$ cat config.mk
export PLATFORM = sky130hd
export DESIGN_NAME = ovl_window_sched
export DESIGN_NICKNAME = d
export VERILOG_FILES = /design/src/rtl/ovl_window_sched_pkg.sv /design/src/rtl/ovl_rr_arb.sv /design/src/rtl/ovl_window_sched.sv
export SDC_FILE = /design/constraint.sdc
export NUM_CORES = 1
export LEC_CHECK = 0
export ABC_AREA = 1
export CAP_MARGIN = 25
export CELL_PAD_IN_SITES_DETAIL_PLACEMENT = 1
export CELL_PAD_IN_SITES_GLOBAL_PLACEMENT = 1
export CORE_MARGIN = 3
export CORE_UTILIZATION = 38
export CTS_BUF_LIST = sky130_fd_sc_hd__clkbuf_2
export CTS_CLUSTER_DIAMETER = 50
export DETAILED_ROUTE_END_ITERATION = 10
export PLACE_DENSITY = 0.88
export SYNTH_ARGS = -nofsm -noshare
export SYNTH_HDL_FRONTEND = slang
export SYNTH_SLANG_ARGS = --single-unit
$ cat constraint.sdc
create_clock -name clock -period 3.9 [get_ports clock]
set_input_delay 0.975 -clock clock [delete_from_list [all_inputs] [get_ports clock]]
set_output_delay 0.975 -clock clock [all_outputs]
set_load 0.05 [all_outputs]
$ cat src/rtl/ovl_window_sched_pkg.sv
// Shared types and default widths for the ovl_window checker scheduler.
package ovl_window_sched_pkg;

  localparam int unsigned DEF_N_REQ = 4;
  localparam int unsigned DEF_LEN_W = 8;

  // Window sequencing states seen by the shared checker.
  typedef enum logic [1:0] {
    IDLE  = 2'd0,
    START = 2'd1,
    OPEN  = 2'd2,
    END   = 2'd3
  } win_state_e;

  // Round-robin successor of a requester index, wrapping at n.
  function automatic int unsigned rr_next(input int unsigned id, input int unsigned n);
    return ((id + 32'd1) >= n) ? 32'd0 : (id + 32'd1);
  endfunction

endpackage

$ cat src/rtl/ovl_rr_arb.sv
// Combinational round-robin arbiter: lowest requester at or after the pointer wins.
module ovl_rr_arb
  import ovl_window_sched_pkg::*;
#(
  parameter int unsigned N_REQ = DEF_N_REQ
) (
  input  logic [N_REQ-1:0]         req,
  input  logic [$clog2(N_REQ)-1:0] pointer,
  output logic [N_REQ-1:0]         grant,
  output logic [$clog2(N_REQ)-1:0] grant_id
);

  localparam int unsigned ID_W = $clog2(N_REQ);

  logic [2*N_REQ-1:0] req_dbl;
  logic [N_REQ-1:0]   req_rot;
  int                 win_off;
  int                 win_idx;

  // Rotate requests so the pointer position sits at bit 0, then take the lowest set bit.
  always_comb begin
    req_dbl = {req, req};
    req_rot = N_REQ'(req_dbl >> pointer);
    win_off = 0;
    for (int i = int'(N_REQ) - 1; i >= 0; i--) begin
      if (req_rot[i]) begin
        win_off = i;
      end
    end
    win_idx = int'(pointer) + win_off;
    if (win_idx >= int'(N_REQ)) begin
      win_idx = win_idx - int'(N_REQ);
    end
    grant    = (|req) ? (N_REQ'(1) << win_idx) : '0;
    grant_id = ID_W'(win_idx);
  end

endmodule

$ cat src/rtl/ovl_window_sched.sv
// Shares one ovl_window checker among N_REQ requesters by bracketing
// round-robin granted windows with start_event / end_event pulses.
module ovl_window_sched
  import ovl_window_sched_pkg::*;
#(
  parameter int unsigned N_REQ = DEF_N_REQ,
  parameter int unsigned LEN_W = DEF_LEN_W
) (
  input  logic                     clock,
  input  logic                     reset,
  input  logic [N_REQ-1:0]         req,
  input  logic [N_REQ*LEN_W-1:0]   len,
  input  logic                     abort,
  output logic [N_REQ-1:0]         gnt,
  output logic [$clog2(N_REQ)-1:0] grant_id,
  output logic                     start_event,
  output logic                     end_event,
  output logic                     busy,
  output logic                     done
);

  localparam int unsigned ID_W = $clog2(N_REQ);

  win_state_e       state_q;
  logic [LEN_W-1:0] cnt_q;
  logic [ID_W-1:0]  ptr_q;
  logic [ID_W-1:0]  ptr_d;
  logic [ID_W-1:0]  id_q;
  logic [N_REQ-1:0] gnt_q;
  logic             start_q;
  logic             end_q;
  logic             busy_q;
  logic             done_q;

  logic [N_REQ-1:0] arb_grant;
  logic [ID_W-1:0]  arb_id;
  logic [LEN_W-1:0] len_arr [N_REQ];

  // Unpack the per-requester length fields.
  for (genvar g = 0; g < int'(N_REQ); g++) begin : g_len
    assign len_arr[g] = len[g*LEN_W +: LEN_W];
  end

  ovl_rr_arb #(
    .N_REQ (N_REQ)
  ) u_arb (
    .req      (req),
    .pointer  (ptr_q),
    .grant    (arb_grant),
    .grant_id (arb_id)
  );

  // Priority moves just past the requester being granted.
  assign ptr_d = ID_W'(rr_next(32'(arb_id), N_REQ));

  // Window FSM, length down-counter, pointer and registered outputs.
  always_ff @(posedge clock or posedge reset) begin
    if (reset) begin
      state_q <= IDLE;
      cnt_q   <= '0;
      ptr_q   <= '0;
      id_q    <= '0;
      gnt_q   <= '0;
      start_q <= 1'b0;
      end_q   <= 1'b0;
      busy_q  <= 1'b0;
      done_q  <= 1'b0;
    end else begin
      start_q <= 1'b0;
      end_q   <= 1'b0;
      done_q  <= 1'b0;
      case (state_q)
        IDLE: begin
          if (|req) begin
            state_q <= START;
            cnt_q   <= len_arr[arb_id];
            id_q    <= arb_id;
            gnt_q   <= arb_grant;
            ptr_q   <= ptr_d;
            start_q <= 1'b1;
            busy_q  <= 1'b1;
          end
        end
        START: begin
          if ((cnt_q == '0) || abort) begin
            state_q <= END;
            end_q   <= 1'b1;
            done_q  <= 1'b1;
          end else begin
            state_q <= OPEN;
          end
        end
        OPEN: begin
          cnt_q <= cnt_q - LEN_W'(1);
          if (abort || (cnt_q == LEN_W'(1))) begin
            state_q <= END;
            end_q   <= 1'b1;
            done_q  <= 1'b1;
          end
        end
        END: begin
          // Always pass through IDLE so end and start pulses never overlap.
          state_q <= IDLE;
          gnt_q   <= '0;
          busy_q  <= 1'b0;
        end
        default: begin
          state_q <= IDLE;
          gnt_q   <= '0;
          busy_q  <= 1'b0;
        end
      endcase
    end
  end

  assign gnt         = gnt_q;
  assign grant_id    = id_q;
  assign start_event = start_q;
  assign end_event   = end_q;
  assign busy        = busy_q;
  assign done        = done_q;

endmodule

==> metrics.yaml <==
sta:
  finalHoldViolations: 0
  fin_crit_ps: 3060
  fin_crit_sh_pct: 78.5
  slew_headroom_pct: 45.7
  grt_setup_unrepaired: "false"
  clock.fmax_mhz: 327
  clock-skew-final_ps: 0.634
  slew_violations: 0
  worst_pin_slew_ps: 813
  setup_viol: 0
  finalSetupTns_ps: 0
  hold_slack_ps: 516
floorplanning:
  core.rowCount: 23
  core_area_um2: 4200
  die_x_um: 73.5
  io_pins: 49
  start_util_pct: 41.2
  dieArea_um2: 5400
  fp.dieH_um: 73.5
synth:
  synth_area_per_cell_um2: 7.63
  seq_area_frac_synth_pct: 30.3
  synth_area_leaders: "dfrtp_1 30%, nand2_1 10%, mux2i_1 8.1%, nand3_1 7.8%, ha_1 7.2%"
  ys_ff_latch: 21
  syn_nets: 276
  synth_top_cell_by_area: "dfrtp_1"
  ys_warn_count: 0
  syn_area_um2: 1730
  syn_inst: 227
  ys_types: 29
  synth_top_area_share_pct: 30.3
grt:
  grt_pass1_wl_um: 7230
  grt_max_degree: 22
  grt_usage_pct: 16.6
  grt-ovfl-total: 0
  antenna_found_initial: 0
  grt_pass1_vias: 1708
run_status:
  status: "completed"
drt:
  dr.first_iter.drc_count: 39
  routed_wl_um: 4080
  via_per_inst: 4.98
  drc: 0
  firstDrtPassIters: 4
  via_count: 1614
  drt-wirelength-per-cell_um: 12.6
  ant_nets: 0
cells_and_area:
  n_antenna_cell: 0
  final_cell_mix: "48 x clkdlybuf4s50_1, 46 x nand2_1, 27 x nand3_1, 25 x inv_1, 21 x dfrtp_1"
  stdcell_count: 324
  nNetsFinal: 324
  final_common_cell: "clkdlybuf4s50_1"
  syn_to_final_growth_pct: 30.6
  drive_gt1_share_pct: 13.9
power_and_ir_drop:
  power.density_nw_per_um2: 972
  p_leak_nw: 1.12
  vdd_drop_max_uv: 656
placement:
  gp_congestion: 0.774
  io_buffers: 48
  placed_cells: 320
  hpwlAfterDp_um: 3550
worst_setup_path:
  r2r-start: "ptr_q[0]$_DFFE_PP0P_"
  crit_fanout: 12
  rr_worst_depth: 13
  worst_setup_path_start_kind: "input pin"
  cp-startpoint: "req[2]"
  cp.required_ps: 4130
  critPathCaptureType: "flop"
  r2r-end: "gnt[3]$_DFFE_PP0P_"
  rrSetupSlack_ps: 1330
  critPathKind: "input pin to flop"
  endpoint: "gnt[3]$_DFFE_PP0P_"
  arrival_ps: 3290
cts:
  h-tree-depth: 1
  clkLatencyLatePin_ps: 310
  postCtsSetupBuffers: 0
  clock_sinks: 21
  clkSlewWorstSetupHoldPaths_ps: 200
  tritoncts: "built"
  clockBufferDepth: 2
  cts_buffers: 3
  clockRootBuffer: "clkbuf_2"
  postCtsHoldBufs: 0
  cts_resized: 0
hold_path:
  hold_class: "flop to flop"
  min-delay-start: "grant_id[0]$_DFFE_PP0P_"
flow_run:
  maxCapViolCount: 0
where the power goes:
group	internal (mW)	leakage, nW	switching, mW
sequential	0.324	0.255	0.0887
combinational	0.634	0.848	1.06
clock	0.0271	0.0166	0.0666
total	0.985	1.12	1.21
metrics by stage:
step	setup slack (ps)	power (mW)	util (%)	instance area (µm²)
2_1_floorplan	1090	1.79	-	1730
3_3_place_gp	557	2.07	53.3	2240
3_5_place_dp	461	2.13	53.3	2240
4_1_cts	809	2.23	53.8	2260
5_1_grt	592	2.45	53.8	2260
6_report	840	2.20	53.8	2260
synthesized netlist by cell type:
cell / number
nand2_1: 46
nand3_1: 27
inv_1: 25
dfrtp_1: 21
nor2_1: 17
mux2i_1: 14
o21ai_0: 14
ha_1: 10
nand2_2: 10
a21oi_1: 6
a21oi_2: 6
nand3_2: 6
inv_2: 4
buf_2: 3
a21boi_0: 2
buf_4: 2
nand2_4: 2
a31oi_1: 1
a32o_1: 1
buf_6: 1
clkinv_1: 1
nand3_4: 1
nor2_4: 1
nor3_1: 1
o31ai_2: 1
or2_2: 1
xnor2_1: 1
xor2_1: 1
xor2_2: 1
cell families after synthesis:
| logic type | after synthesis | share of synthesized area [%] |
|---|---|---|
| compound gates | 31 | 11.3 |
| buf+inv | 36 | 8.89 |
| fa+ha+maj | 10 | 7.23 |
| mux | 14 | 8.09 |
| simple gates | 112 | 32.2 |
| xor+xnor | 3 | 1.95 |
| flops | 21 | 30.3 |
final cells by class:
cell class              instances  area, µm²
clock buffers                   4       20.0
multi-input cells             170       1050
flip-flops and latches         21        526
fillers                       539       1940
well taps                      50       62.6
repair buffers                 49        488
inverters                      30        113
sequential cells by signal (all words and copies together) (netlist names):
signal and count:
ptr_q 2, grant_id 2, busy 1, gnt 4, start_event 1, state_q 2, done 1, cnt_q 8
how the worst min path moves through the flow:
stage	end	cells past startpoint
finish	grant_id[0]$_DFFE_PP0P_	2
global route	cnt_q[5]$_DFFE_PP0P_	2
CTS	grant_id[0]$_DFFE_PP0P_	2
detailed placement	grant_id[0]$_DFFE_PP0P_	2
global placement	grant_id[1]$_DFFE_PP0P_	2
floorplan	cnt_q[1]$_DFFE_PP0P_	2
critical path: stages:
cell	delay [ps]
clkdlybuf4s50_1	540
nand2_1	90
nand3_1	110
nand3_1	80
a21boi_0	240
ha_1	250
xor2_2	230
inv_2	70
nand3_4	140
nand2_4	140
ha_1	220
a32o_1	220
routing by layer:
metal,vias up,GRT usage [%],share of wire [%]
met5,-,0,0
met4,0,4.43,1.3
met2,51,29.9,47
met1,726,20.6,46
li1,833,-,-
met3,4,1.92,5.3
Note: power is estimated with default switching activity, not from simulation.
